==> config.mk <==
export PLATFORM = sky130hd
export DESIGN_NAME = dmem_arbiter_flat
export DESIGN_NICKNAME = d
export VERILOG_FILES = /design/src/rtl/dmem_arbiter_if.sv /design/src/rtl/dmem_arbiter.sv /design/src/flat_wrapper.sv
export SDC_FILE = /design/constraint.sdc
export NUM_CORES = 1
export LEC_CHECK = 0
export BUFFER_PORTS_ARGS = -buffer_cell sky130_fd_sc_hd__buf_4
export CAP_MARGIN = 10
export CORE_UTILIZATION = 48
export CTS_BUF_LIST = sky130_fd_sc_hd__clkbuf_2 sky130_fd_sc_hd__clkbuf_4 sky130_fd_sc_hd__clkbuf_8
export DETAILED_ROUTE_END_ITERATION = 6
export GPL_TIMING_DRIVEN = 0
export PLACE_DENSITY = 0.81
export SETUP_SLACK_MARGIN = 0.2
export SLEW_MARGIN = 20
export SYNTH_ARGS = -nofsm -noshare
export SYNTH_HDL_FRONTEND = slang
export SYNTH_SLANG_ARGS = --single-unit
==> constraint.sdc <==
create_clock -name CLK -period 2.2 [get_ports CLK]
set_input_delay 0.22 -clock CLK [delete_from_list [all_inputs] [get_ports CLK]]
set_output_delay 0.22 -clock CLK [all_outputs]
set_load 0.01 [all_outputs]
==> src/rtl/dmem_arbiter_if.sv <==
// Requester and memory-side bus of the data-memory arbiter.
// The slave modport is the arbiter's view; master is the requesters plus the memory.
interface dmem_arbiter_if #(
  parameter int unsigned AW = 32
) ();
  logic          req0;
  logic          req1;
  logic          we0;
  logic          we1;
  logic [AW-1:0] addr0;
  logic [AW-1:0] addr1;
  logic [31:0]   wdata0;
  logic [31:0]   wdata1;
  logic          ack0;
  logic          ack1;
  logic          err0;
  logic          err1;
  logic [31:0]   rdata0;
  logic [31:0]   rdata1;
  logic          mem_rd;
  logic          mem_wr;
  logic [AW-1:0] mem_addr;
  logic [31:0]   mem_din;
  logic [31:0]   mem_dout;

  modport slave (
    input  req0, req1, we0, we1, addr0, addr1, wdata0, wdata1, mem_dout,
    output ack0, ack1, err0, err1, rdata0, rdata1, mem_rd, mem_wr, mem_addr, mem_din
  );

  modport master (
    output req0, req1, we0, we1, addr0, addr1, wdata0, wdata1, mem_dout,
    input  ack0, ack1, err0, err1, rdata0, rdata1, mem_rd, mem_wr, mem_addr, mem_din
  );
endinterface

==> src/rtl/dmem_arbiter.sv <==
// Two-requester arbiter/sequencer for the single-port data memory: round-robin
// grant, range check, one memory command per transaction and a one-cycle ack.
module dmem_arbiter #(
  parameter int unsigned MEM_DEPTH = 4096,
  parameter int unsigned AW        = 32
) (
  input  logic           CLK,
  input  logic           RST_N,
  dmem_arbiter_if.slave  bus
);

  localparam logic [AW-1:0] DEPTH_C = AW'(MEM_DEPTH);

  typedef enum logic [1:0] {
    IDLE  = 2'd0,
    ISSUE = 2'd1,
    CAPT  = 2'd2,
    ACK   = 2'd3
  } state_t;

  state_t        state_r;
  logic          gnt_r;
  logic          last_gnt_r;
  logic          we_r;
  logic          ack0_r;
  logic          ack1_r;
  logic          err0_r;
  logic          err1_r;
  logic [31:0]   rdata0_r;
  logic [31:0]   rdata1_r;
  logic          mem_rd_r;
  logic          mem_wr_r;
  logic [AW-1:0] mem_addr_r;
  logic [31:0]   mem_din_r;

  logic          pick_vld_s;
  logic          pick_s;
  logic          sel_we_s;
  logic [AW-1:0] sel_addr_s;
  logic [31:0]   sel_wdata_s;
  logic          in_range_s;

  // Winner selection: a lone requester wins, contention goes to the one not granted last.
  always_comb begin
    pick_vld_s = 1'b0;
    pick_s     = 1'b0;
    if (bus.req0 && bus.req1) begin
      pick_vld_s = 1'b1;
      pick_s     = ~last_gnt_r;
    end else if (bus.req0) begin
      pick_vld_s = 1'b1;
      pick_s     = 1'b0;
    end else if (bus.req1) begin
      pick_vld_s = 1'b1;
      pick_s     = 1'b1;
    end else begin
      pick_vld_s = 1'b0;
      pick_s     = 1'b0;
    end
    sel_we_s    = pick_s ? bus.we1    : bus.we0;
    sel_addr_s  = pick_s ? bus.addr1  : bus.addr0;
    sel_wdata_s = pick_s ? bus.wdata1 : bus.wdata0;
    in_range_s  = (sel_addr_s < DEPTH_C);
  end

  // Sequencer FSM; every output is a register written only here.
  always_ff @(posedge CLK) begin
    if (!RST_N) begin
      state_r    <= IDLE;
      gnt_r      <= 1'b0;
      last_gnt_r <= 1'b1;
      we_r       <= 1'b0;
      ack0_r     <= 1'b0;
      ack1_r     <= 1'b0;
      err0_r     <= 1'b0;
      err1_r     <= 1'b0;
      rdata0_r   <= 32'd0;
      rdata1_r   <= 32'd0;
      mem_rd_r   <= 1'b0;
      mem_wr_r   <= 1'b0;
      mem_addr_r <= '0;
      mem_din_r  <= 32'd0;
    end else begin
      case (state_r)
        IDLE: begin
          if (pick_vld_s) begin
            gnt_r      <= pick_s;
            last_gnt_r <= pick_s;
            we_r       <= sel_we_s;
            if (in_range_s) begin
              mem_addr_r <= sel_addr_s;
              mem_din_r  <= sel_wdata_s;
              mem_rd_r   <= ~sel_we_s;
              mem_wr_r   <= sel_we_s;
              state_r    <= ISSUE;
            end else begin
              // Out of range: answer immediately, memory untouched.
              if (pick_s) begin
                ack1_r <= 1'b1;
                err1_r <= 1'b1;
              end else begin
                ack0_r <= 1'b1;
                err0_r <= 1'b1;
              end
              state_r <= ACK;
            end
          end else begin
            state_r <= IDLE;
          end
        end
        ISSUE: begin
          mem_rd_r <= 1'b0;
          mem_wr_r <= 1'b0;
          state_r  <= CAPT;
        end
        CAPT: begin
          if (gnt_r) begin
            ack1_r   <= 1'b1;
            rdata1_r <= we_r ? 32'd0 : bus.mem_dout;
          end else begin
            ack0_r   <= 1'b1;
            rdata0_r <= we_r ? 32'd0 : bus.mem_dout;
          end
          state_r <= ACK;
        end
        ACK: begin
          ack0_r   <= 1'b0;
          ack1_r   <= 1'b0;
          err0_r   <= 1'b0;
          err1_r   <= 1'b0;
          rdata0_r <= 32'd0;
          rdata1_r <= 32'd0;
          state_r  <= IDLE;
        end
        default: begin
          ack0_r   <= 1'b0;
          ack1_r   <= 1'b0;
          err0_r   <= 1'b0;
          err1_r   <= 1'b0;
          rdata0_r <= 32'd0;
          rdata1_r <= 32'd0;
          mem_rd_r <= 1'b0;
          mem_wr_r <= 1'b0;
          state_r  <= IDLE;
        end
      endcase
    end
  end

  assign bus.ack0     = ack0_r;
  assign bus.ack1     = ack1_r;
  assign bus.err0     = err0_r;
  assign bus.err1     = err1_r;
  assign bus.rdata0   = rdata0_r;
  assign bus.rdata1   = rdata1_r;
  assign bus.mem_rd   = mem_rd_r;
  assign bus.mem_wr   = mem_wr_r;
  assign bus.mem_addr = mem_addr_r;
  assign bus.mem_din  = mem_din_r;

endmodule

==> src/flat_wrapper.sv <==
// flat-port wrapper written by rule: the top's interface ports become plain ports
module dmem_arbiter_flat 
#(
  parameter int unsigned MEM_DEPTH = 4096,
  parameter int unsigned AW        = 32
)
  (CLK, RST_N, bus_req0, bus_req1, bus_we0, bus_we1, bus_addr0, bus_addr1, bus_wdata0, bus_wdata1, bus_mem_dout, bus_ack0, bus_ack1, bus_err0, bus_err1, bus_rdata0, bus_rdata1, bus_mem_rd, bus_mem_wr, bus_mem_addr, bus_mem_din);
  dmem_arbiter_if #(.AW(AW)) bus_i ();
  input  logic CLK;
  input  logic RST_N;
  input wire logic [$bits(bus_i.req0)-1:0] bus_req0;
  input wire logic [$bits(bus_i.req1)-1:0] bus_req1;
  input wire logic [$bits(bus_i.we0)-1:0] bus_we0;
  input wire logic [$bits(bus_i.we1)-1:0] bus_we1;
  input wire logic [$bits(bus_i.addr0)-1:0] bus_addr0;
  input wire logic [$bits(bus_i.addr1)-1:0] bus_addr1;
  input wire logic [$bits(bus_i.wdata0)-1:0] bus_wdata0;
  input wire logic [$bits(bus_i.wdata1)-1:0] bus_wdata1;
  input wire logic [$bits(bus_i.mem_dout)-1:0] bus_mem_dout;
  output wire logic [$bits(bus_i.ack0)-1:0] bus_ack0;
  output wire logic [$bits(bus_i.ack1)-1:0] bus_ack1;
  output wire logic [$bits(bus_i.err0)-1:0] bus_err0;
  output wire logic [$bits(bus_i.err1)-1:0] bus_err1;
  output wire logic [$bits(bus_i.rdata0)-1:0] bus_rdata0;
  output wire logic [$bits(bus_i.rdata1)-1:0] bus_rdata1;
  output wire logic [$bits(bus_i.mem_rd)-1:0] bus_mem_rd;
  output wire logic [$bits(bus_i.mem_wr)-1:0] bus_mem_wr;
  output wire logic [$bits(bus_i.mem_addr)-1:0] bus_mem_addr;
  output wire logic [$bits(bus_i.mem_din)-1:0] bus_mem_din;
  assign bus_i.req0 = bus_req0;
  assign bus_i.req1 = bus_req1;
  assign bus_i.we0 = bus_we0;
  assign bus_i.we1 = bus_we1;
  assign bus_i.addr0 = bus_addr0;
  assign bus_i.addr1 = bus_addr1;
  assign bus_i.wdata0 = bus_wdata0;
  assign bus_i.wdata1 = bus_wdata1;
  assign bus_i.mem_dout = bus_mem_dout;
  assign bus_ack0 = bus_i.ack0;
  assign bus_ack1 = bus_i.ack1;
  assign bus_err0 = bus_i.err0;
  assign bus_err1 = bus_i.err1;
  assign bus_rdata0 = bus_i.rdata0;
  assign bus_rdata1 = bus_i.rdata1;
  assign bus_mem_rd = bus_i.mem_rd;
  assign bus_mem_wr = bus_i.mem_wr;
  assign bus_mem_addr = bus_i.mem_addr;
  assign bus_mem_din = bus_i.mem_din;
  dmem_arbiter #(.MEM_DEPTH(MEM_DEPTH), .AW(AW)) u_core (.CLK(CLK), .RST_N(RST_N), .bus(bus_i));
endmodule
# Word level (Yosys, flattened, before mapping)
# Index checks and enable logic that the tools add are counted.
totals:
  regBits: 139
  in_bits: 166
classes:
  order_cmp: 1
  n_eq_ne: 10
  n_mux: 34
  bitwise_logic: 2
  reduce_logical: 15
ops:
  columns: ["op", "n"]
  rows:
  - ["$mux 32", 5]
  - ["$pmux 32 s2", 2]
  - ["$lt 32x13->1 const B", 1]
  - ["$mux 1", 18]
  - ["$reduce_and 5->1", 2]
  - ["$ne 2x1->1 const B", 4]
  - ["$pmux 1 s2", 4]
  - ["$pmux 2 s4", 1]
  - ["$reduce_and 4->1", 2]
  - ["$ne 2x2->1 const B", 3]
  - ["$pmux 1 s3", 2]
  - ["$reduce_and 2->1", 3]
  - ["$reduce_and 3->1", 2]
  - ["$reduce_bool 2->1", 3]
  - ["$eq 2x2->1 const B", 2]
  - ["$mux 2", 2]
  - ["$reduce_bool 3->1", 1]
  - ["$eq 2x1->1 const B", 1]
  - ["$logic_not 2->1", 1]
  - ["$not 1->1", 2]
  - ["$logic_and 1x1->1", 1]

# Longest topological paths before layout
logic_depth:
  ltp_word: 8
  ltp_mapped: 8
  ltp_nobuf: 6

# Least setup slack after synthesis
# Ideal clock, no wire load.
synth_path:
  kind: "register to register"
  from: "reg u_core.state_r[0]"
  to: "reg u_core.rdata0_r[10], in the netlist u_core.bus.rdata0[10]"
  setup_time_ns: 0.116
  arrival_time_ns: 1.572
  required_time_ns: 2.084
  setup_slack_ns: 0.512
  path_stages_with_launch: 8
  path_buffers: 1
  path_cell_list: "dfxtp_1 -> inv_1 -> ha_1 -> nand2b_1 -> o21ai_1 -> buf_2 -> mux2i_1 -> nor2b_1"
synth_between:
  elab_chain_len: 3
  elab_cells_between_ends: 6
  classes_between: "eq/ne: 3; mux: 1; reduce/logical: 2"
synth_rtl:
  columns: ["element", "line_no", "source"]
  rows:
  - ["start: declaration", "dmem_arbiter.sv:21", "state_t state_r;"]
  - ["start signal: assignment", "dmem_arbiter.sv:69", "state_r <= IDLE;"]
  - ["start signal: assignment", "dmem_arbiter.sv:95", "state_r <= ISSUE;"]
  - ["start signal: assignment", "dmem_arbiter.sv:105", "state_r <= ACK;"]
  - ["$eq 2x2->1", "dmem_arbiter.sv:84", "case (state_r)"]
  - ["$ne 2x2->1 (no line) or $reduce_bool 2->1 (tied branches)", null, null]
  - ["$reduce_and 2->1 (no line)", null, null]
  - ["end signal: assignment", "dmem_arbiter.sv:122", "rdata0_r <= we_r ? 32'd0 : bus.mem_dout;"]
  - ["end: declaration", "dmem_arbiter.sv:29", "logic [31:0] rdata0_r;"]
# Parallel ways exist; a longest one is shown, timed or not.
# A chain may end at the register's enable or synchronous reset.

# Worst setup path in the final report
layout_path:
  from: "reg u_core.last_gnt_r"
  to: "reg u_core.ack1_r, in the netlist u_core.bus.ack1"
layout_between:
  elab_chain_len: 6
  elab_cells_between_ends: 7
  classes_between: "order compare: 1; eq/ne: 2; mux: 2; bitwise: 1; reduce/logical: 1"
layout_rtl:
  columns: ["element", "line_no", "source"]
  rows:
  - ["start: declaration", "dmem_arbiter.sv:23", "logic last_gnt_r;"]
  - ["start signal: assignment", "dmem_arbiter.sv:88", "last_gnt_r <= pick_s;"]
  - ["$not 1->1 (*)", "dmem_arbiter.sv:49", "pick_s = ~last_gnt_r;"]
  - ["$mux 1 (*)", "dmem_arbiter.sv:47", "if (bus.req0 && bus.req1) begin"]
  - ["$mux 32", "dmem_arbiter.sv:61", "sel_addr_s = pick_s ? bus.addr1 : bus.addr0;"]
  - ["$lt 32x13->1", "dmem_arbiter.sv:63", "in_range_s = (sel_addr_s < DEPTH_C);"]
  - ["$ne 2x2->1 (no line)", null, null]
  - ["$reduce_and 5->1 (no line) (*)", null, null]
  - ["end signal: assignment", "dmem_arbiter.sv:74", "ack1_r <= 1'b0;"]
  - ["end signal: assignment", "dmem_arbiter.sv:99", "ack1_r <= 1'b1;"]
  - ["end signal: assignment", "dmem_arbiter.sv:118", "ack1_r <= 1'b1;"]
  - ["end: declaration", "dmem_arbiter.sv:26", "logic ack1_r;"]
# Mark *: on every way between the ends. The rest lies on a longest branch, timed or not.

==> flow_summary_export.csv <==
group,metric,value,unit
routing,drt_iter0_drc,316,
power_and_ir_drop,p_switching,1.81,mW
die,die_w,116,um
synth,synth_compound_area_share,6.56,%
synth,synth_edf_count,0,
timing,max_clock_freq,542,MHz
clock_network,cts_tree,"yes",
power_and_ir_drop,peakVddDrop,0.000400,V
die,start_util,49.3,%
clock_network,cts_sinks,139,
power_and_ir_drop,pwr-share-seq,43.8,%
placed_design,portBuffers,298,
timing,period_needed,1840,ps
power_and_ir_drop,p_total,6.29,mW
global_routing,grt_pass1_vias,5517,
power_and_ir_drop,leakage,4.40,nW
clock_network,numCtsBuffers,17,
die,die-area,0.0134,mm2
synth,synth_area_per_cell,9.32,um2
die,dieHeight,116,um
synth,yosysSeqAreaShare,44.7,%
routing,wl_per_cell,15.4,um
placed_design,place_congestion,0.856,
synth,synthCells,667,
synth,synth_top_family_by_area,"simple AND/OR/NAND/NOR gates",
clock_network,clkTransAtPathRegs,80,ps
worst_setup_path,worstPathArrival,2170,ps
worst_setup_path,crit_type,"flip-flop to flip-flop",
die,num_io_pins,300,
worst_setup_path,rrSetupSlack,360,ps
hold_path,whs_path_depth,3,
timing,slew_headroom,35.6,%
power_and_ir_drop,power.internal,4.47,mW
cells_and_area,drive_gt1_share,40.6,%
routing,vias,5825,
power_and_ir_drop,power_frac_comb,23.6,%
die,coreArea,0.0126,mm2
global_routing,grt_pass1_wl,27400,um
worst_setup_path,cp_max_fo,10,
power_and_ir_drop,clockPowerShare,32.6,%
cells_and_area,nets,1155,
cells_and_area,layout_commonest_cell,"buf_4",
power_and_ir_drop,p_sw_share,28.9,%
worst_setup_path,r2r-start,"u_core.last_gnt_r",
synth,async_reset_ff_share,0,%
timing,setup_viol,0,
routing,drt_wl_total,17900,um
timing,setup_slack,356,ps
routing,ant_nets,0,
cells_and_area,final_area,0.00909,mm2
hold_path,holdCritStartpoint,"bus_req1",
worst_setup_path,crit_path_end_kind,"flip-flop",
timing,rsz0062_at_grt,"false",
clock_network,clock_path_buffers,2,
worst_setup_path,r2r_end,"u_core.bus.ack1",
clock_network,cts_htree_levels,4,
timing,post-route-period-util,83.8,%
placed_design,place_ws,173,ps
synth,synth_mux_area_share,21.3,%
synth,ys_ff_latch,139,
hold_path,min_to,"u_core.last_gnt_r",
placed_design,dpl-instance-area,0.00867,mm2
global_routing,gr-total-overflow,0,
routing,drc,0,
status,status,"finished clean",
placed_design,hpwlAfterDp,13800,um
synth,syn-cell-area,0.00622,mm2
timing,clock_skew,9.97,ps
synth,synth_nets,838,
cells_and_area,area_growth,46.2,%
synth,yosysWarnings,0,
routing,top_layer,"met4",
timing,holdWs,124,ps
clock_network,insertion_delay,440,ps
synth,synth-simple-area-share,22.1,%
hold_path,hp-class,"input port to flip-flop",
cells_and_area,seq_area,0.00278,mm2
synth,synth_fa_ha_area_share,1.01,%
cells_and_area,multi_input_area,0.00318,mm2
flow_run,maxCapViolCount,0,
synth,synth-xor-area-share,0,%
synth,synth_cell_type_count,34,
timing,tns,0,ps
routing,wl_met1,6910,um
cells_and_area,most-common-layout-cells,"buf_4 (301), nand2_1 (160), dfxtp_1 (138)",
routing,first_pass_iters,4,
timing,tightest_slew,957,ps
global_routing,grt_usage,26.8,%
clock_network,clockRootBuffer,"clkbuf_8",
worst_setup_path,required,2520,ps
die,core.rowCount,41,
cells_and_area,nFillCells,1035,
synth,ys.flop_type,"dfxtp_1",
timing,hold_viol,0,
routing,dr_wl_met3,1580,um
power_and_ir_drop,pwr_density_cell,692,mW/mm2
worst_setup_path,cp-start-kind,"flip-flop",
cells_and_area,antennaDiodeCount,0,
routing,wl_met2,9040,um
worst_setup_path,r2r_cells,7,
global_routing,antenna_found_initial,0,
routing,vias_per_cell,4.99,
global_routing,grt_max_degree,17,
timing,slew_viol_final,0,
## worst max-delay path, stage by stage (launching register included)
cell and delay (ps):
dfxtp_1 370, a21bo_2 200, buf_2 150, buf_6 150, buf_6 150, a221oi_1 360, o21ai_0 190, mux2i_1 160
## cells by family (layout without fill, tap and decap cells)
| logic type | count (synthesis) | in the layout |
|---|---|---|
| mux | 127 | 127 |
| flops | 139 | 139 |
| simple gates | 286 | 286 |
| buf+inv | 54 | 383 |
| fa+ha+maj | 5 | 5 |
| compound gates | 56 | 56 |
## Yosys cell counts (all sizes together), types with 2 or more instances
cell | count | area, um2
a21boi | 34 | 255
a21oi | 4 | 20.0
a221oi | 2 | 17.5
and2 | 33 | 206
and3 | 23 | 144
buf | 15 | 119
clkbuf | 33 | 124
dfxtp | 139 | 2780
ha | 5 | 62.6
inv | 6 | 22.5
mux2 | 45 | 507
mux2i | 82 | 821
nand2 | 160 | 601
nand2b | 4 | 25.0
nand3 | 9 | 45.0
nand4 | 2 | 12.5
nor2 | 6 | 22.5
nor2b | 34 | 213
nor4 | 10 | 62.6
o211ai | 3 | 22.5
o21a | 3 | 22.5
o21ai | 5 | 25.0
## state kept, by name, indices dropped and copies added, names as in the netlist
name	cells
u_core.gnt_r	1
u_core.bus.err0	1
u_core.bus.mem_addr	32
u_core.bus.mem_din	32
u_core.bus.rdata0	32
u_core.last_gnt_r	1
u_core.bus.mem_wr	1
u_core.bus.ack1	1
u_core.we_r	1
u_core.bus.mem_rd	1
u_core.bus.rdata1	32
u_core.bus.ack0	1
u_core.state_r	2
u_core.bus.err1	1
## routing by layer
metal | vias to the layer above | global-route usage (%)
met2 | 229 | 47.2
li1 | 2875 | -
met5 | - | 0
met1 | 2696 | 29.3
met3 | 25 | 9.47
met4 | 0 | 11.0
## area by class of cell
cell class                 count  area share [%]
sequential                   139            30.6
clock inverter                13            1.57
tap                          172            2.37
inverter                       6           0.248
clock buffer                  18            2.73
timing repair buffer         298            24.6
multi-input combinational    474            35.0
buffer                        48            2.89
## stage by stage
step	instances	utilization [%]
floorplan	667	-
global placement	1137	68.7
detailed placement	1137	68.7
CTS	1168	71.8
global route	1168	72.0
finish	1168	72.0
## power by group through the flow
stage	registers, mW	clock network, mW	logic, mW
2_1_floorplan	2.86	0	0.758
3_3_place_gp	2.81	0	1.44
3_5_place_dp	2.81	0	1.46
4_1_cts	2.75	2.10	1.47
5_1_grt	2.77	2.20	1.62
6_report	2.76	2.05	1.48
## worst max path at each step
stage	end	slack [ps]	depth (start not counted)	startpoint
global route	u_core.bus.mem_din[8]	210	8	u_core.state_r[1]
floorplan	u_core.bus.rdata0[10]	510	7	u_core.state_r[0]
detailed placement	u_core.bus.mem_din[8]	170	7	bus_addr1[13]
CTS	u_core.bus.rdata0[6]	160	7	u_core.state_r[0]
global placement	u_core.bus.mem_addr[24]	210	6	bus_addr0[27]
finish	u_core.bus.ack1	360	7	u_core.last_gnt_r
## repair_timing
| action | in CTS | in global routing |
|---|---|---|
| hold buffers | 0 | 0 |
| setup endpoints to repair | 12 | 119 |
| buffers inserted | 0 | 0 |
| gates resized for setup | 0 | 30 |
| endpoints found under the hold margin | 0 | 0 |
(Power assumes the default switching activity.)
